<file path="src/rtl/handshake_pkg.sv">
// handshake_pkg: shared encodings and helpers for handshake arbiters
package handshake_pkg;
    localparam logic SLOT_EMPTY = 1'b0;
    localparam logic SLOT_FULL = 1'b1;
    typedef enum logic {ST_EMPTY = SLOT_EMPTY, ST_FULL = SLOT_FULL} slot_t;
    function automatic int clog2_min1(input int n);
        return (n > 1) ? $clog2(n) : 1;
    endfunction
endpackage

</file>
<file path="src/rtl/handshake_rr_share_if.sv">
// handshake_rr_share_if: producer-side channels and shared consumer handshake
interface handshake_rr_share_if
    import handshake_pkg::*;
#(
    parameter int SIZE = 2,
    parameter int DATA_WIDTH = 32,
    parameter int INDEX_WIDTH = clog2_min1(SIZE)
);
    logic [SIZE*DATA_WIDTH-1:0] ins;
    logic [SIZE-1:0] ins_valid;
    logic [SIZE-1:0] ins_ready;
    logic [DATA_WIDTH-1:0] outs;
    logic [INDEX_WIDTH-1:0] outs_index;
    logic outs_valid;
    logic outs_ready;
    modport master (
        output ins, ins_valid, outs_ready,
        input ins_ready, outs, outs_index, outs_valid
    );
    modport slave (
        input ins, ins_valid, outs_ready,
        output ins_ready, outs, outs_index, outs_valid
    );
endinterface

</file>
<file path="src/rtl/handshake_rr_share_rr_pick.sv">
// rr_pick: round-robin pick of the first request at or after ptr
module rr_pick
    import handshake_pkg::*;
#(
    parameter int SIZE = 2,
    parameter int INDEX_WIDTH = clog2_min1(SIZE)
) (
    input logic [SIZE-1:0] req,
    input logic [INDEX_WIDTH-1:0] ptr,
    output logic any,
    output logic [INDEX_WIDTH-1:0] grant_idx,
    output logic [SIZE-1:0] grant_onehot
);
    logic [SIZE-1:0] rot;
    int off;
    int sum;
    always_comb begin
        rot = SIZE'({req, req} >> ptr);
        off = 0;
        for (int i = SIZE - 1; i >= 0; i--) off = rot[i] ? i : off;
        sum = int'(ptr) + off;
        grant_idx = INDEX_WIDTH'(sum >= SIZE ? sum - SIZE : sum);
        any = |req;
        grant_onehot = any ? SIZE'(1) << grant_idx : '0;
    end
endmodule

</file>
<file path="src/rtl/handshake_rr_share.sv">
// handshake_rr_share: round-robin share of one registered output slot among SIZE producers
module handshake_rr_share
    import handshake_pkg::*;
#(
    parameter int SIZE = 2,
    parameter int DATA_WIDTH = 32,
    parameter int INDEX_WIDTH = clog2_min1(SIZE)
) (
    input logic clk,
    input logic rst,
    handshake_rr_share_if.slave bus
);
    slot_t state, state_n;
    logic [INDEX_WIDTH-1:0] ptr, g, idx_q;
    logic [SIZE-1:0] onehot;
    logic [DATA_WIDTH-1:0] outs_q;
    logic any, xfer;
    rr_pick #(.SIZE(SIZE), .INDEX_WIDTH(INDEX_WIDTH)) u_pick (
        .req(bus.ins_valid),
        .ptr(ptr),
        .any(any),
        .grant_idx(g),
        .grant_onehot(onehot)
    );
    always_comb begin
        xfer = any & (state == ST_EMPTY | bus.outs_ready) & ~rst;
        state_n = xfer ? ST_FULL : bus.outs_ready ? ST_EMPTY : state;
    end
    always_ff @(posedge clk) begin
        if (rst) begin
            state <= ST_EMPTY;
            outs_q <= '0;
            idx_q <= '0;
            ptr <= '0;
        end else begin
            state <= state_n;
            if (xfer) begin
                outs_q <= bus.ins[int'(g)*DATA_WIDTH +: DATA_WIDTH];
                idx_q <= g;
                ptr <= (g == INDEX_WIDTH'(SIZE - 1)) ? '0 : g + 1'b1;
            end
        end
    end
    assign bus.ins_ready = xfer ? onehot : '0;
    assign bus.outs = outs_q;
    assign bus.outs_index = idx_q;
    assign bus.outs_valid = (state == ST_FULL);
endmodule
</file>
<file path="src/flat_wrapper.sv">
// flat-port wrapper written by rule: the top's interface ports become plain ports
module handshake_rr_share_flat import handshake_pkg::*;
#(
    parameter int SIZE = 2,
    parameter int DATA_WIDTH = 32,
    parameter int INDEX_WIDTH = clog2_min1(SIZE)
)
  (clk, rst, bus_ins, bus_ins_valid, bus_outs_ready, bus_ins_ready, bus_outs, bus_outs_index, bus_outs_valid);
  handshake_rr_share_if #(.SIZE(SIZE), .DATA_WIDTH(DATA_WIDTH), .INDEX_WIDTH(INDEX_WIDTH)) bus_i ();
  input logic clk;
  input logic rst;
  input wire logic [$bits(bus_i.ins)-1:0] bus_ins;
  input wire logic [$bits(bus_i.ins_valid)-1:0] bus_ins_valid;
  input wire logic [$bits(bus_i.outs_ready)-1:0] bus_outs_ready;
  output wire logic [$bits(bus_i.ins_ready)-1:0] bus_ins_ready;
  output wire logic [$bits(bus_i.outs)-1:0] bus_outs;
  output wire logic [$bits(bus_i.outs_index)-1:0] bus_outs_index;
  output wire logic [$bits(bus_i.outs_valid)-1:0] bus_outs_valid;
  assign bus_i.ins = bus_ins;
  assign bus_i.ins_valid = bus_ins_valid;
  assign bus_i.outs_ready = bus_outs_ready;
  assign bus_ins_ready = bus_i.ins_ready;
  assign bus_outs = bus_i.outs;
  assign bus_outs_index = bus_i.outs_index;
  assign bus_outs_valid = bus_i.outs_valid;
  handshake_rr_share #(.SIZE(SIZE), .DATA_WIDTH(DATA_WIDTH), .INDEX_WIDTH(INDEX_WIDTH)) u_core (.clk(clk), .rst(rst), .bus(bus_i));
endmodule
</file>
<file path="config.mk">
export PLATFORM = sky130hd
export DESIGN_NAME = handshake_rr_share_flat
export DESIGN_NICKNAME = d
export VERILOG_FILES = /design/src/rtl/handshake_pkg.sv /design/src/rtl/handshake_rr_share_if.sv /design/src/rtl/handshake_rr_share_rr_pick.sv /design/src/rtl/handshake_rr_share.sv /design/src/flat_wrapper.sv
export SDC_FILE = /design/constraint.sdc
export NUM_CORES = 1
export LEC_CHECK = 0
export ABC_AREA = 0
export BUFFER_PORTS_ARGS = -buffer_cell sky130_fd_sc_hd__buf_2
export CAP_MARGIN = 20
export CORE_MARGIN = 3
export CORE_UTILIZATION = 43
export CTS_CLUSTER_SIZE = 40
export DETAILED_ROUTE_END_ITERATION = 6
export PLACE_DENSITY = 0.77
export SLEW_MARGIN = 20
export SYNTH_ARGS = -nofsm -noshare
export SYNTH_HDL_FRONTEND = slang
export SYNTH_SLANG_ARGS = --single-unit
export TNS_END_PERCENT = 30
</file>
<file path="constraint.sdc">
create_clock -name clk -period 1.65 [get_ports clk]
set_input_delay 0.33 -clock clk [delete_from_list [all_inputs] [get_ports clk]]
set_output_delay 0.33 -clock clk [all_outputs]
set_load 0.02 [all_outputs]
</file>
---- Yosys cells after proc, flatten, opt, wreduce, memory -nomap -nowiden ----
Index checks and enable logic that the tools add are counted.
operators by class
  muxes and demuxes ....................... 8
  bitwise gates (word level) .............. 5
  shift-type cells ........................ 3
  add/sub/neg operators ................... 3
  reduce and logical (&&, ||, !) cells .... 2
  order comparisons ....................... 1
operator list
  operator                                          number
  variable part select 64 x 7 -> 32 bit             1
  2-to-1 mux 1 bit                                  6
  2-to-1 mux 2 bit                                  2
  >> shifter 4 x 1 -> 2 bit                         1
  adder 1 x 1 -> 2 bit                              1
  AND 1 bit                                         2
  >= comparator 2 bit (second input constant)       1
  NOT 1 bit                                         2
  nonzero test 2 bit                                1
  OR reduction 2 bit                                1
  left shift 1 x 1 -> 2 bit (first input constant)  1
  adder 1 bit (second input constant)               1
  OR 1 bit                                          1
  subtractor 1 bit (second input constant)          1
storage, ports and cells
  word-level logic and storage cells ...... 26
  output and inout port bits .............. 36
  bits in registers ....................... 35

---- Depth between registers and ports, before layout ----
  depth after elaboration ................. 9
  mapped depth ............................ 6
  gate-level depth less buffers ........... 4

---- Hierarchy ----
A second synthesis with hierarchy kept.
second synthesis, totals
  cell total of the unflattened synthesis .. 171
  area total of the unflattened synthesis .. 1961.9 µm²
by module, submodules not included
  module              area an instance (µm²)  seq. area each (µm²)  instances  cells each
  handshake_rr_share  1925.6                  700.7                 1          165
  rr_pick             36.3                    0.0                   1          6

---- Worst setup path after synthesis ----
No wires, ideal clock.
  path type ............................... register -> output
  start ................................... reg u_core.state, in the netlist u_core.bus.outs_valid
  end ..................................... out bus_ins_ready[0]
  arrival ................................. 1.160 ns
  buffers on the path ..................... 1
  cell stages (with the launch flop) ...... 5
  required time ........................... 1.320 ns
  slack ................................... 0.160 ns
  cells stage by stage .................... dfxtp_1 nor2b_1 nor3_4 buf_4 and2_1
between the ends
  word-level cells in the longest chain between the ends .. 5
ends and longest elaborated chain
  what                      line                      source
  start: declaration        handshake_rr_share.sv:13  slot_t state, state_n;
  start signal: assignment  handshake_rr_share.sv:36  state <= state_n;
  NOT 1 bit                 handshake_rr_share.sv:26  xfer = any & (state == ST_EMPTY | bus.outs_ready) & ~rst;
  OR 1 bit                  handshake_rr_share.sv:26
  AND 1 bit (2 in series)   handshake_rr_share.sv:26
  2-to-1 mux 2 bit          handshake_rr_share.sv:44  assign bus.ins_ready = xfer ? onehot : '0;
  end: declaration          flat_wrapper.sv:15        output wire logic [$bits(bus_i.ins_ready)-1:0] bus_ins_ready;
Every way passes these cells.

---- Worst setup path in the final report ----
  start ................................... reg u_core.state, in the netlist u_core.bus.outs_valid
  end ..................................... out bus_ins_ready[1]
Same word-level chain as after synthesis.

==> flow_summary_export.csv <==
group,metric,value,unit
timing,fin_crit,1650,ps
setup_path,critPathMaxStageDelay,320,ps
timing,fin_ws,0.2954,ps
timing,finalSetupViolCount,0,
placement,gp_congestion,0.7891,
power,p_sw_share,30.77,%
power,clockPowerShare,27.9,%
clocking,cts_buffer_depth,2,
placement,numPortBuffers,104,
run_status,status,"finished clean",
timing,maxSlewViolCount,0,
synthesis,synth_top_area_cell,"dfxtp_1",
synthesis,ys_types,18,
synthesis,syn_area_per_cell,8.790,um^2
power,power.density,905.7,nW/um^2
floorplan,die_h,69.14,um
clocking,clock-root-buffer,"clkbuf_8",
setup_path,end_kind,"output port",
clocking,htree_levels,2,
clocking,postCtsHoldBufs,0,
timing,timing.fmax,0.6062,GHz
placement,place_area,2260,um^2
hold_path,min_path_type,"input pin to flop",
power,p_leak,1.127,nW
layout,diodes,0,
timing,hold_viol_final,0,
clocking,numCtsBuffers,5,
layout,final_util,63.67,%
drt,routed_wl,4.192,mm
synthesis,synth_most_common_cell,"nand2_1",
synthesis,synth_flop_cell,"dfxtp_1",
floorplan,start_util,45.79,%
timing,rsz0062_at_grt,"true",
power,p_seq_share,44.2,%
layout,drive_above_1_share,51.17,%
clocking,tritoncts,"done",
floorplan,rows,22,
placement,hpwl,3.058,mm
drt,wire_per_inst,12.08,um
timing,finalCritPeriodShare,99.98,%
setup_path,cp.required,1320,ps
floorplan,dieArea,4780,um^2
floorplan,coreArea,3744,um^2
floorplan,die_width,69.14,um
setup_path,crit_chain,"nor2b_2, nor3_4, and2_1, buf_4",
synthesis,synthCells,195,
setup_path,crit_family,"simple AND/OR/NAND/NOR gates",
clocking,cts.sinks,35,
setup_path,critPathBufInv,1,
clocking,clk_pin_slew,60,ps
floorplan,pin_count,105,
timing,worst_pin_slew,520.0,ps
setup_path,path_max_fanout,4,
drt,drt_iter0_markers,108,
grt,antenna_found_initial,0,
setup_path,critPathLaunchType,"flop",
grt,grt_pass1_wl,7.224,mm
synthesis,netlist_top_cells_area,"dfxtp_1 (41%), a311oi_2 (24%), nand2_1 (14%)",
synthesis,synth_common_cells,"nand2_1 (64), nor2_1 (36), dfxtp_1 (35), a311oi_2 (27), buf_2 (8)",
layout,nets,368,
placement,post-place-ws,92.04,ps
drt,drt.antenna.violating_nets,0,
timing,tns,0,ps
setup_path,cp_slowest_cell,"dfxtp_1",
synthesis,syn_area,1714,um^2
setup_path,arrival,1320,ps
grt,grt_start_max_net_pins,38,
synthesis,yosysSeqAreaShare,40.88,%
grt,first_global_vias,1665,
layout,n_fill_cell,367,
layout,fin_area,2384,um^2
power,power.net_switching,0.6641,mW
power,internal_power,1.495,mW
clocking,clkLatencyLatePin,270,ps
drt,avgViaCountPerCell,4.939,
drt,drc,0,
synthesis,ys_seq_elements,35,
synthesis,synth_edf_count,0,
synthesis,yosysWarningCount,0,
timing,relSlewSlack,65.34,%
synthesis,syn-num-nets,264,
job,drv_cap,0,
drt,dr.pass1.iters,4,
grt,grtUsageTotal,17.93,%
drt,vias,1714,
timing,fin_worst_skew,3.071,ps
power,vdd_drop_max,0.5393,mV
synthesis,synth_top_area_share,40.88,%
setup_path,critical_path_class,"flop to output port",
power,p_total,2.159,mW
synthesis,async_reset_ff_share,0,%
power,p_comb_share,28.0,%
grt,grt-ovfl-total,0,
layout,area_delta_synth_final,39.05,%
[routing by layer]
layer  vias to the layer above  part of all wire, %  global-route usage, %
met1                       760                   42                  21.44
met3                         2                  8.1                  5.394
li1                        886                    -                      -
met4                         0                 0.81                  4.555
met2                        66                   49                  31.14
met5                         -                    0                      0
[worst register-to-register path, cell delays in order (launching register included)]
cell	delay (ps)
dfxtp_1	320
nor2b_2	180
nor3_4	230
buf_4	150
buf_4	100
buf_12	200
nor2_1	70
a311oi_1	250
[cell usage in the layout (no fill, tap or decap), drive strengths merged]
master / instances
buf: 114
nand2: 64
nor2: 36
dfxtp: 35
a311oi: 32
clkbuf: 6
nor3: 4
and2: 2
nor2b: 1
nand2b: 1
and2b: 1
a21oi: 1
a21o: 1
clkinv: 1
[timing repair]
action,4_1_cts,5_1_grt
endpoints found under the hold margin,0,0
gates resized for setup,2,3
pin swaps,1,2
setup endpoints to repair,2,16
buffers inserted,2,2
[power groups by stage]
stage	Combinational, mW	Sequential [mW]	Clock [mW]
after floorplan	0.312	1.06	0
after global placement	0.588	0.970	0
after detailed placement	0.596	0.971	0
after CTS	0.605	0.952	0.623
after global routing	0.665	0.963	0.665
final	0.604	0.953	0.602
[stage by stage]
step           hold slack, ps  cells
2_1_floorplan           454.6    195
3_3_place_gp            477.2    337
3_5_place_dp            478.8    337
4_1_cts                 305.2    346
5_1_grt                 322.0    347
6_report                315.1    347
[state kept, by name, summed over array words and instances, names as in the netlist]
name,count
u_core.ptr,1
u_core.bus.outs_index,1
u_core.bus.outs,32
u_core.bus.outs_valid,1
[path summary, 6_finish.rpt]
| check | slack (ps) | end | depth (start not counted) | start |
|---|---|---|---|---|
| setup / recovery | 0.3 | bus_ins_ready[1] | 4 | u_core.bus.outs_valid$_SDFFE_PP0P_ |
| hold / removal | 320 | u_core.bus.outs_valid$_SDFFE_PP0P_ | 3 | bus_ins_valid[1] |
| setup reg to reg | 70 | u_core.bus.outs[10]$_SDFFE_PP0P_ | 7 | u_core.bus.outs_valid$_SDFFE_PP0P_ |
| hold reg to reg | 490 | u_core.bus.outs_index$_SDFFE_PP0P_ | 2 | u_core.bus.outs_index$_SDFFE_PP0P_ |
[logic make-up (layout without fill, tap and decap cells)]
family                 after synthesis  in the layout  share of synthesized area [%]
AO/OA/AOI/OAI                       34             34                          27.66
flip-flops                          35             35                          40.88
buffers and inverters               17            121                          5.840
AND/OR/NAND/NOR                    109            109                          25.62
[cell type report]
class	count	area, um^2	area share (%)
sequential	35	700.7	29.40
clock inverter	1	5.005	0.2100
timing repair buffer	114	616.8	25.88
tap	48	60.06	2.520
multi-input combinational	143	918.4	38.53
clock buffer	6	82.58	3.465
Note: power is estimated with default switching activity, not from simulation.
